`src/rtl/lsu_mem_adapter_pkg.sv`:
```
`default_nettype none
// ============================================================================
//  Module   : lsu_pkg
//  Brief    : Shared types and constants for the LSU memory adapter: access
//             size encoding, adapter FSM states, word size and lane helper.
//  Revision : 1.0 - initial release
// ============================================================================
package lsu_pkg;

    localparam int WORD_BYTES = 4;

    typedef enum logic [1:0] {
        SZ_B = 2'd0,
        SZ_H = 2'd1,
        SZ_W = 2'd2
    } lsu_size_e;

    typedef enum logic [1:0] {
        IDLE  = 2'd0,
        BEAT0 = 2'd1,
        BEAT1 = 2'd2,
        RESP  = 2'd3
    } lsu_state_e;

    // Right-aligned byte-lane mask for an access size; reserved size 3 acts as a word.
    function automatic logic [3:0] size_lanes(input logic [1:0] size);
        case (size)
            SZ_B:    return 4'b0001;
            SZ_H:    return 4'b0011;
            default: return 4'b1111;
        endcase
    endfunction

endpackage
`default_nettype wire

```
`src/rtl/lsu_mem_adapter_if.sv`:
```
`default_nettype none
// ============================================================================
//  Module   : lsu_mem_adapter_if
//  Brief    : Request/response and memory-side bundle of the LSU adapter.
//             slave  = adapter view, master = LSU core / memory view.
//  Revision : 1.0 - initial release
// ============================================================================
interface lsu_mem_adapter_if #(
    parameter int XLEN   = 32,
    parameter int MASK_W = 8
);
    logic              req_valid;
    logic              req_ready;
    logic              req_wen;
    logic [XLEN-1:0]   req_addr;
    logic [XLEN-1:0]   req_wdata;
    logic [1:0]        req_size;
    logic              req_signed;
    logic              resp_valid;
    logic [XLEN-1:0]   resp_rdata;
    logic              resp_err;
    logic              mem_valid;
    logic              mem_wen;
    logic [XLEN-1:0]   mem_raddr;
    logic [XLEN-1:0]   mem_waddr;
    logic [XLEN-1:0]   mem_wdata;
    logic [MASK_W-1:0] mem_wmask;
    logic [XLEN-1:0]   mem_rdata;

    modport slave (
        input  req_valid, req_wen, req_addr, req_wdata, req_size, req_signed, mem_rdata,
        output req_ready, resp_valid, resp_rdata, resp_err,
        output mem_valid, mem_wen, mem_raddr, mem_waddr, mem_wdata, mem_wmask
    );

    modport master (
        output req_valid, req_wen, req_addr, req_wdata, req_size, req_signed, mem_rdata,
        input  req_ready, resp_valid, resp_rdata, resp_err,
        input  mem_valid, mem_wen, mem_raddr, mem_waddr, mem_wdata, mem_wmask
    );
endinterface
`default_nettype wire

```
`src/rtl/lsu_mem_adapter_load_align.sv`:
```
`default_nettype none
// ============================================================================
//  Module   : lsu_load_align
//  Brief    : Combinational load alignment: shifts the {hi,lo} word pair down
//             by the byte offset, truncates to the access size and sign- or
//             zero-extends.
//  Revision : 1.0 - initial release
// ============================================================================
module lsu_load_align
    import lsu_pkg::*;
(
    input  logic [63:0] data64,
    input  logic [1:0]  off,
    input  logic [1:0]  size,
    input  logic        sign_en,
    output logic [31:0] rdata
);

    logic [63:0] w_shift;
    logic [31:0] w_word;
    logic        w_unused_hi;

    assign w_shift     = data64 >> {off, 3'b000};
    assign w_word      = w_shift[31:0];
    // Only the low word of the shifted pair can ever hold requested bytes.
    assign w_unused_hi = ^w_shift[63:32];

    // Truncate to the access size and extend.
    always_comb begin
        rdata = w_word;
        case (size)
            SZ_B:    rdata = {{24{sign_en & w_word[7]}},  w_word[7:0]};
            SZ_H:    rdata = {{16{sign_en & w_word[15]}}, w_word[15:0]};
            default: rdata = w_word;
        endcase
    end

endmodule
`default_nettype wire

```
`src/rtl/lsu_mem_adapter.sv`:
```
`default_nettype none
// ============================================================================
//  Module   : lsu_mem_adapter
//  Brief    : Splits one RV32 byte/half/word load/store at any alignment into
//             one or two word-aligned memory beats and returns a single
//             response with extended load data. mem_valid pulses exactly one
//             cycle per beat.
//  Options  : LSU_MISALIGN_TRAP_EN - word-crossing accesses issue no beat and
//             respond next cycle with resp_err=1.
//  Revision : 1.0 - initial release
// ============================================================================
module lsu_mem_adapter
    import lsu_pkg::*;
#(
    parameter int XLEN   = 32,
    parameter int MASK_W = 8
) (
    input  logic            clk,
    input  logic            reset,
    lsu_mem_adapter_if.slave bus
);

    lsu_state_e        r_state;
    logic              r_wen;
    logic              r_signed;
    logic [1:0]        r_off;
    logic [1:0]        r_size;
    logic [2*XLEN-1:0] r_data64;
    logic [7:0]        r_mask8;
    logic [XLEN-1:0]   r_lo;

    logic              r_req_ready;
    logic              r_resp_valid;
    logic [XLEN-1:0]   r_resp_rdata;
    logic              r_resp_err;
    logic              r_mem_valid;
    logic              r_mem_wen;
    logic [XLEN-1:0]   r_mem_addr;
    logic [XLEN-1:0]   r_mem_wdata;
    logic [MASK_W-1:0] r_mem_wmask;

    logic [1:0]        w_off;
    logic [7:0]        w_mask8;
    logic [2*XLEN-1:0] w_data64;
    logic [XLEN-1:0]   w_word_addr;
    logic              w_trap;
    logic [2*XLEN-1:0] w_align_in;
    logic [XLEN-1:0]   w_load_data;
    logic [XLEN-1:0]   w_resp_data;

    // Request decode: lane mask and lane-shifted data across a two-word window.
    assign w_off       = bus.req_addr[1:0];
    assign w_mask8     = {4'b0000, size_lanes(bus.req_size)} << w_off;
    assign w_data64    = {{XLEN{1'b0}}, bus.req_wdata} << {w_off, 3'b000};
    assign w_word_addr = {bus.req_addr[XLEN-1:2], 2'b00};

`ifdef LSU_MISALIGN_TRAP_EN
    assign w_trap = |w_mask8[7:4];
`else
    assign w_trap = 1'b0;
`endif

    // Response data is registered on the edge that ends the last beat, so the
    // final word comes straight from mem_rdata and the earlier one from r_lo.
    assign w_align_in  = (r_state == BEAT1) ? {bus.mem_rdata, r_lo}
                                            : {{XLEN{1'b0}}, bus.mem_rdata};
    assign w_resp_data = r_wen ? '0 : w_load_data;

    lsu_load_align u_load_align (
        .data64  (w_align_in),
        .off     (r_off),
        .size    (r_size),
        .sign_en (r_signed),
        .rdata   (w_load_data)
    );

    // Adapter FSM with registered request, memory and response outputs.
    always_ff @(posedge clk) begin
        if (reset) begin
            r_state      <= IDLE;
            r_wen        <= 1'b0;
            r_signed     <= 1'b0;
            r_off        <= 2'd0;
            r_size       <= 2'd0;
            r_data64     <= '0;
            r_mask8      <= '0;
            r_lo         <= '0;
            r_req_ready  <= 1'b1;
            r_resp_valid <= 1'b0;
            r_resp_rdata <= '0;
            r_resp_err   <= 1'b0;
            r_mem_valid  <= 1'b0;
            r_mem_wen    <= 1'b0;
            r_mem_addr   <= '0;
            r_mem_wdata  <= '0;
            r_mem_wmask  <= '0;
        end else begin
            case (r_state)
                IDLE: begin
                    if (bus.req_valid) begin
                        r_req_ready <= 1'b0;
                        r_wen       <= bus.req_wen;
                        r_signed    <= bus.req_signed;
                        r_off       <= w_off;
                        r_size      <= bus.req_size;
                        r_data64    <= w_data64;
                        r_mask8     <= w_mask8;
                        if (w_trap) begin
                            r_state      <= RESP;
                            r_resp_valid <= 1'b1;
                            r_resp_err   <= 1'b1;
                            r_resp_rdata <= '0;
                        end else begin
                            r_state     <= BEAT0;
                            r_mem_valid <= 1'b1;
                            r_mem_wen   <= bus.req_wen;
                            r_mem_addr  <= w_word_addr;
                            r_mem_wdata <= w_data64[XLEN-1:0];
                            r_mem_wmask <= {{(MASK_W-4){1'b0}}, w_mask8[3:0]};
                        end
                    end
                end
                BEAT0: begin
                    r_lo <= bus.mem_rdata;
                    if (|r_mask8[7:4]) begin
                        r_state     <= BEAT1;
                        r_mem_addr  <= r_mem_addr + XLEN'(WORD_BYTES);
                        r_mem_wdata <= r_data64[2*XLEN-1:XLEN];
                        r_mem_wmask <= {{(MASK_W-4){1'b0}}, r_mask8[7:4]};
                    end else begin
                        r_state      <= RESP;
                        r_mem_valid  <= 1'b0;
                        r_mem_wen    <= 1'b0;
                        r_mem_addr   <= '0;
                        r_mem_wdata  <= '0;
                        r_mem_wmask  <= '0;
                        r_resp_valid <= 1'b1;
                        r_resp_rdata <= w_resp_data;
                    end
                end
                BEAT1: begin
                    r_state      <= RESP;
                    r_mem_valid  <= 1'b0;
                    r_mem_wen    <= 1'b0;
                    r_mem_addr   <= '0;
                    r_mem_wdata  <= '0;
                    r_mem_wmask  <= '0;
                    r_resp_valid <= 1'b1;
                    r_resp_rdata <= w_resp_data;
                end
                RESP: begin
                    r_state      <= IDLE;
                    r_resp_valid <= 1'b0;
                    r_resp_rdata <= '0;
                    r_resp_err   <= 1'b0;
                    r_req_ready  <= 1'b1;
                end
                default: r_state <= IDLE;
            endcase
        end
    end

    assign bus.req_ready  = r_req_ready;
    assign bus.resp_valid = r_resp_valid;
    assign bus.resp_rdata = r_resp_rdata;
    assign bus.resp_err   = r_resp_err;
    assign bus.mem_valid  = r_mem_valid;
    assign bus.mem_wen    = r_mem_wen;
    assign bus.mem_raddr  = r_mem_addr;
    assign bus.mem_waddr  = r_mem_addr;
    assign bus.mem_wdata  = r_mem_wdata;
    assign bus.mem_wmask  = r_mem_wmask;

endmodule
`default_nettype wire

```
`src/flat_wrapper.sv`:
```
// flat-port wrapper written by rule: the top's interface ports become plain ports
module lsu_mem_adapter_flat import lsu_pkg::*;
#(
    parameter int XLEN   = 32,
    parameter int MASK_W = 8
)
  (clk, reset, bus_req_valid, bus_req_wen, bus_req_addr, bus_req_wdata, bus_req_size, bus_req_signed, bus_mem_rdata, bus_req_ready, bus_resp_valid, bus_resp_rdata, bus_resp_err, bus_mem_valid, bus_mem_wen, bus_mem_raddr, bus_mem_waddr, bus_mem_wdata, bus_mem_wmask);
  lsu_mem_adapter_if #(.XLEN(XLEN), .MASK_W(MASK_W)) bus_i ();
  input  logic clk;
  input  logic reset;
  input wire logic [$bits(bus_i.req_valid)-1:0] bus_req_valid;
  input wire logic [$bits(bus_i.req_wen)-1:0] bus_req_wen;
  input wire logic [$bits(bus_i.req_addr)-1:0] bus_req_addr;
  input wire logic [$bits(bus_i.req_wdata)-1:0] bus_req_wdata;
  input wire logic [$bits(bus_i.req_size)-1:0] bus_req_size;
  input wire logic [$bits(bus_i.req_signed)-1:0] bus_req_signed;
  input wire logic [$bits(bus_i.mem_rdata)-1:0] bus_mem_rdata;
  output wire logic [$bits(bus_i.req_ready)-1:0] bus_req_ready;
  output wire logic [$bits(bus_i.resp_valid)-1:0] bus_resp_valid;
  output wire logic [$bits(bus_i.resp_rdata)-1:0] bus_resp_rdata;
  output wire logic [$bits(bus_i.resp_err)-1:0] bus_resp_err;
  output wire logic [$bits(bus_i.mem_valid)-1:0] bus_mem_valid;
  output wire logic [$bits(bus_i.mem_wen)-1:0] bus_mem_wen;
  output wire logic [$bits(bus_i.mem_raddr)-1:0] bus_mem_raddr;
  output wire logic [$bits(bus_i.mem_waddr)-1:0] bus_mem_waddr;
  output wire logic [$bits(bus_i.mem_wdata)-1:0] bus_mem_wdata;
  output wire logic [$bits(bus_i.mem_wmask)-1:0] bus_mem_wmask;
  assign bus_i.req_valid = bus_req_valid;
  assign bus_i.req_wen = bus_req_wen;
  assign bus_i.req_addr = bus_req_addr;
  assign bus_i.req_wdata = bus_req_wdata;
  assign bus_i.req_size = bus_req_size;
  assign bus_i.req_signed = bus_req_signed;
  assign bus_i.mem_rdata = bus_mem_rdata;
  assign bus_req_ready = bus_i.req_ready;
  assign bus_resp_valid = bus_i.resp_valid;
  assign bus_resp_rdata = bus_i.resp_rdata;
  assign bus_resp_err = bus_i.resp_err;
  assign bus_mem_valid = bus_i.mem_valid;
  assign bus_mem_wen = bus_i.mem_wen;
  assign bus_mem_raddr = bus_i.mem_raddr;
  assign bus_mem_waddr = bus_i.mem_waddr;
  assign bus_mem_wdata = bus_i.mem_wdata;
  assign bus_mem_wmask = bus_i.mem_wmask;
  lsu_mem_adapter #(.XLEN(XLEN), .MASK_W(MASK_W)) u_core (.clk(clk), .reset(reset), .bus(bus_i));
endmodule
```
`config.mk`:
```
export PLATFORM = sky130hd
export DESIGN_NAME = lsu_mem_adapter_flat
export DESIGN_NICKNAME = d
export VERILOG_FILES = /design/src/rtl/lsu_mem_adapter_pkg.sv /design/src/rtl/lsu_mem_adapter_if.sv /design/src/rtl/lsu_mem_adapter_load_align.sv /design/src/rtl/lsu_mem_adapter.sv /design/src/flat_wrapper.sv
export SDC_FILE = /design/constraint.sdc
export NUM_CORES = 1
export LEC_CHECK = 0
export BUFFER_PORTS_ARGS = -buffer_cell sky130_fd_sc_hd__buf_2
export CAP_MARGIN = 20
export CORE_ASPECT_RATIO = 1.5
export CORE_MARGIN = 5
export CORE_UTILIZATION = 48
export CTS_CLUSTER_SIZE = 28
export DETAILED_ROUTE_END_ITERATION = 7
export PLACE_DENSITY = 0.74
export SLEW_MARGIN = 40
export SYNTH_ARGS = -nofsm -noshare
export SYNTH_HDL_FRONTEND = slang
export SYNTH_SLANG_ARGS = --single-unit
```
`constraint.sdc`:
```
create_clock -name clk -period 4.8 [get_ports clk]
set_clock_uncertainty 0.05 [all_clocks]
set_input_delay 0.96 -clock clk [delete_from_list [all_inputs] [get_ports clk]]
set_output_delay 0.96 -clock clk [all_outputs]
set_load 0.05 [all_outputs]
```
* Yosys cells after proc, flatten, opt, wreduce, memory -nomap -nowiden
Cells that the tools add are included.
** Word-level totals
- Word-level logic and storage cells :: 68
- Register bits after elaboration :: 220
- Output and inout bits :: 141
- Bits of input ports :: 103
** Operators by class
- Eq/ne operators :: 7
- $add $sub $neg :: 1
- Reductions and logical operators :: 11
- Bitwise gates (word level) :: 3
- Multiplexer cells :: 27
- Shifts and indexed selects :: 3
** Operator list (number)
- one-hot mux 32 bit (3 select lines) :: 3
- 2-to-1 mux 32 bit :: 6
- 2-to-1 mux 64 bit :: 1
- one-hot mux 32 bit (2 select lines) :: 1
- left shift 32 x 5 -> 64 bit :: 1
- >> shifter 64 x 5 -> 32 bit :: 1
- adder 32 x 3 -> 32 bit (second input constant) :: 1
- one-hot mux 8 bit (3 select lines) :: 1
- one-hot mux 1 bit (3 select lines) :: 3
- 2-to-1 mux 8 bit :: 1
- one-hot mux 2 bit (4 select lines) :: 1
- one-hot mux 4 bit (2 select lines) :: 1
- AND reduction 2 bit :: 4
- left shift 4 x 2 -> 8 bit :: 1
- == test 2 x 1 -> 1 bit (second input constant) :: 3
- logical NOT 2 bit :: 3
- 2-to-1 mux 1 bit :: 6
- == test 2 bit (second input constant) :: 2
- 2-to-1 mux 4 bit :: 1
- != test 2 bit (second input constant) :: 2
- OR reduction 4 bit :: 1
- AND reduction 3 bit :: 1
- nonzero test 3 bit :: 1
- AND 1 bit :: 2
- 4 further kinds :: 4

* Longest topological paths before layout
- Depth in word-level cells :: 8
- Mapped depth :: 11
- Gate-level depth less buffers :: 7

* Cells and area by module
From an unflattened synthesis, not the netlist that was laid out.
** Unflattened totals
- Cells, all modules :: 1070
- Area, all modules :: 9724.3 um^2
** Modules (own cells, without submodules)
- lsu_mem_adapter :: area an instance 8620.8 um^2, cells each 970, sequential area each 3383.2 um^2, instances 1
- lsu_load_align :: area an instance 1103.6 um^2, cells each 100, sequential area each 0.0 um^2, instances 1

* Least setup slack after synthesis
Ideal clock, no wire load.
- Path type :: flip-flop to flip-flop
- Start :: register u_core.r_mem_addr[2], in the netlist u_core.bus.mem_raddr[2]
- End :: register u_core.r_mem_addr[30], in the netlist u_core.bus.mem_raddr[30]
- Clock period less this slack :: 2.457 ns
- Path buffers :: 1
- Setup time :: 0.132 ns
- Arrival time :: 2.275 ns
- Path slack :: 2.343 ns
- Stages on the path, launching flop included :: 8
- Data required time :: 4.618 ns
- Path through :: dfxtp_1 ha_1 and3_1 nand4_1 clkbuf_1 nor3_1 a2111oi_0 or3b_2
** Between the ends
- Longest elaborated chain between the ends :: 3
** Ends and longest elaborated chain
- from (decl) :: line lsu_mem_adapter.sv:38 : logic [XLEN-1:0] r_mem_addr;
- from (signal assigned) :: line lsu_mem_adapter.sv:117 : r_mem_addr <= w_word_addr;
- from (signal assigned) :: line lsu_mem_adapter.sv:127 : r_mem_addr <= r_mem_addr + XLEN'(WORD_BYTES);
- adder 32 x 3 -> 32 bit :: line lsu_mem_adapter.sv:127
- 2-to-1 mux 32 bit :: line lsu_mem_adapter.sv:125 : if (|r_mask8[7:4]) begin
- one-hot mux 32 bit (3 select lines) :: line lsu_mem_adapter.sv:98 : case (r_state)
Every way passes these cells.
A chain may end at the register's enable or synchronous reset.

* Final worst setup path
- Start :: register u_core.r_state[1]
- End :: register u_core.r_mem_addr[22], in the netlist u_core.bus.mem_raddr[22]
** Between the ends
- Longest elaborated chain between the ends :: 3
- Elaborated cells between the ends (all ways) :: 7
- Those cells by class :: 3 x eq/ne; 1 x mux; 3 x reduce/logical
** Ends and longest elaborated chain
- from (decl) :: line lsu_mem_adapter.sv:23 : lsu_state_e r_state;
- from (signal assigned) :: line lsu_mem_adapter.sv:80 : r_state <= IDLE;
- from (signal assigned) :: line lsu_mem_adapter.sv:109 : r_state <= RESP;
- from (signal assigned) :: line lsu_mem_adapter.sv:114 : r_state <= BEAT0;
- == test 2 x 1 -> 1 bit, or another cell as far along :: line lsu_mem_adapter.sv:98
- nonzero test 3 bit (no line) or != test 2 bit (tied branches)
- AND reduction 2 bit (no line)
Several ways; a longest one is shown, not always the timed one.

==> run metrics <==
status=finished clean; Hold Buf Count CTS=0; DIE AREA=21900 sq um; CP Data Required Time=a little over 5000 ps; number of synthesized flops with an enable pin=0; Avg Cell Area, Syn=around 8.4 sq um; TritonCTS clock tree=done; Fmax achieved=approximately 0.33 GHz; antenna violations before repair=1; Hold Vio Cnt, Final=0; area taken by multi-input logic gates=between 5000 and 6000 sq um; htree depth=4; TritonRoute pass-1 iters=5; startpoint types=flop; Arr. time, crit path=3380 ps; CTS clock-pin slew for the worst setup and hold paths=approximately 70 ps; DRC=0; Crit Path Max Fanout=23; post-CTS resize count=0; Cell Rows=roughly 60; I/O Buffers=around 230; Initial Utilization=about half; Final #Nets=1332; Fillers=approximately 1800; die height=approximately 180 um; post-DP HPWL=about 20 mm; initial DRC count=roughly 750; placed cells=approximately 1500; Clock Path Buffers=2; CTS sink count=roughly 170; distinct cell type count after synthesis=between 60 and 70; I/O pin count=244; pwr dens=roughly 670 nW/um^2; r2r setup slk=approximately 1700 ps; mapped cell area=just over 9000 sq um; total of max-cap violations=0; period utilisation layout=approximately 64%; maximum vdd drop=a little over 300 uV; Seq/Total Area, Yosys=~37%; Synth Flop Type=dfxtp_1; post-route design area=approximately 11000 sq um; Die W=between 100 and 150 um; final non-filler cell total=1489; Post-Route Setup TNS=0 ps; Syn-to-layout area delta=17.4%; Gate Count Post-Synth=roughly 1100; commonest non-fill, non-tap cells in the layout=233 x buf_2, 168 x dfxtp_1, 127 x nor2_1; routability cong.=around 0.9; share of layout cells above drive strength 1=27.3%; worst min path class=reg -> reg; Final min period=around 3100 ps; most common cell after layout, fill and taps aside=buf_2; largest net degree at the start of global routing=63; Skew-Pair Late Insertion Delay=roughly 430 ps; Setup Viol. Count Final=0; final core occ=57.4%; total area of sequential cells=3380 sq um; critical path class=reg -> reg; final count of pins violating max slew=0; vias in the first global route=8168; GR Overflow Total=0; #FFs+latches synth=169; first-pass GRT wire length=between 40 and 50 mm; vias per inst=5.85; asr flop ratio synth=0%; Avg WL per Cell=approximately 19 um; post-layout power=just over 7 mW; post-route antenna net violation count=0; worst rel slew slack=45.4%; GRT Overall Usage=25.0%; Critical Path Sink Type=flop; Post-Route WL=roughly 28 mm; Worst-Margin Slew=818 ps; total CTS buffers=17; core footprint=between 15000 and 20000 sq um; Pleak=between 4 and 5 nW; synth warn=0; post-place instance area=slightly above 10000 sq um; Via Count=~8700; RSZ-0062 raised after global routing=false; post-CTS setup buffers=0; clock tree root driver cell=clkbuf_16
registers in the layout, indices dropped and copies added, names as in the netlist, 2 cells and up:
name / flops
u_core.bus.mem_wdata: 32
u_core.bus.resp_rdata: 32
u_core.r_lo: 32
u_core.bus.mem_raddr: 30
u_core.r_data64: 24
u_core.bus.mem_wmask: 4
u_core.r_mask8: 3
u_core.r_off: 2
u_core.r_size: 2
u_core.r_state: 2
through the flow:
step           hold WS (ps)  worst slack [ps]
2_1_floorplan           386              2340
5_1_grt                 424              1400
4_1_cts                 406              1720
3_5_place_dp            394              1740
3_3_place_gp            384              1600
6_report                403              1740
layout make-up:
class                   instances  area share, %
diodes                          1         0.0234
clock buffers                  18           4.11
clock inverters                14           1.51
inverters                      13          0.456
multi-input cells             774           47.4
flip-flops and latches        169           31.6
well taps                     252           2.95
repair buffers                248           12.0
synthesized netlist by cell type (3+ instances only):
| library cell | n | area [sq um] |
|---|---|---|
| xnor2_1 | 5 | 43.8 |
| ha_1 | 6 | 75.1 |
| nor2_1 | 127 | 477 |
| buf_2 | 9 | 45.0 |
| a22oi_1 | 24 | 180 |
| a311oi_1 | 3 | 26.3 |
| inv_1 | 12 | 45.0 |
| a31oi_1 | 11 | 68.8 |
| nand2b_1 | 6 | 37.5 |
| a221oi_1 | 18 | 158 |
| a211oi_1 | 6 | 45.0 |
| nand2_1 | 97 | 364 |
| nor3_1 | 32 | 160 |
| buf_1 | 10 | 37.5 |
| clkbuf_1 | 74 | 278 |
| o211ai_1 | 23 | 173 |
| mux4_2 | 8 | 180 |
| a21oi_1 | 49 | 245 |
| o2bb2ai_1 | 4 | 35.0 |
| dfxtp_1 | 169 | 3380 |
| a32oi_1 | 8 | 70.1 |
| nand3_1 | 48 | 240 |
| xor2_1 | 9 | 78.8 |
| nor2b_1 | 6 | 37.5 |
| mux2_2 | 26 | 293 |
| a22o_1 | 13 | 114 |
| nor4_1 | 15 | 93.8 |
| nand4_1 | 8 | 50.1 |
| or2_2 | 8 | 50.1 |
| o21ai_0 | 41 | 205 |
| buf_4 | 39 | 293 |
| or3_1 | 7 | 43.8 |
| mux2i_1 | 89 | 891 |
| and3_1 | 9 | 56.3 |
| a211o_1 | 8 | 70.1 |
| a2bb2oi_1 | 8 | 70.1 |
| o22ai_1 | 4 | 25.0 |
| o21ai_1 | 8 | 40.0 |
kinds of logic (layout without fill, tap and decap cells):
group | Yosys count | in the layout | share of synthesized area (%)
flops | 169 | 169 | 37.1
simple gates | 374 | 374 | 19.0
xor+xnor | 14 | 14 | 1.35
buf+inv | 147 | 293 | 7.88
mux | 123 | 123 | 15.0
other cells | 1 | 10 | 0.0412
compound gates | 248 | 248 | 18.9
fa+ha+maj | 6 | 6 | 0.824
worst paths after layout:
kind,depth (start not counted),startpoint,to
setup / recovery,6,u_core.r_state[1]$_SDFFE_PP0P_,u_core.bus.mem_raddr[22]$_SDFFE_PP0P_
hold / removal,2,u_core.bus.resp_rdata[22]$_SDFFE_PP0P_,u_core.bus.resp_rdata[22]$_SDFFE_PP0P_
hold reg to reg,2,u_core.bus.resp_rdata[22]$_SDFFE_PP0P_,u_core.bus.resp_rdata[22]$_SDFFE_PP0P_
setup reg to reg,6,u_core.r_state[1]$_SDFFE_PP0P_,u_core.bus.mem_raddr[22]$_SDFFE_PP0P_
metal layers:
layer / routed length, um / GRT usage [%] / vias up
met5: 0 / 0 / -
met4: 1380 / 13.5 / 0
met3: 1940 / 5.24 / 80
met2: 14000 / 42.6 / 397
met1: 10600 / 29.2 / 4078
li1: - / - / 4159
report_power, final:
part	switching, mW	leakage (nW)	internal (mW)
clock	0.615	0.290	0.794
sequential	0.322	1.38	1.79
combinational	2.66	2.89	1.03
critical path, stage by stage, from the launching register on:
cell and delay, ps:
dfxtp_1 410, inv_1 110, ha_1 830, nand3_1 590, a21oi_2 650, o311ai_0 250
nand3_1 110
Power figures use the tool's default switching activity.
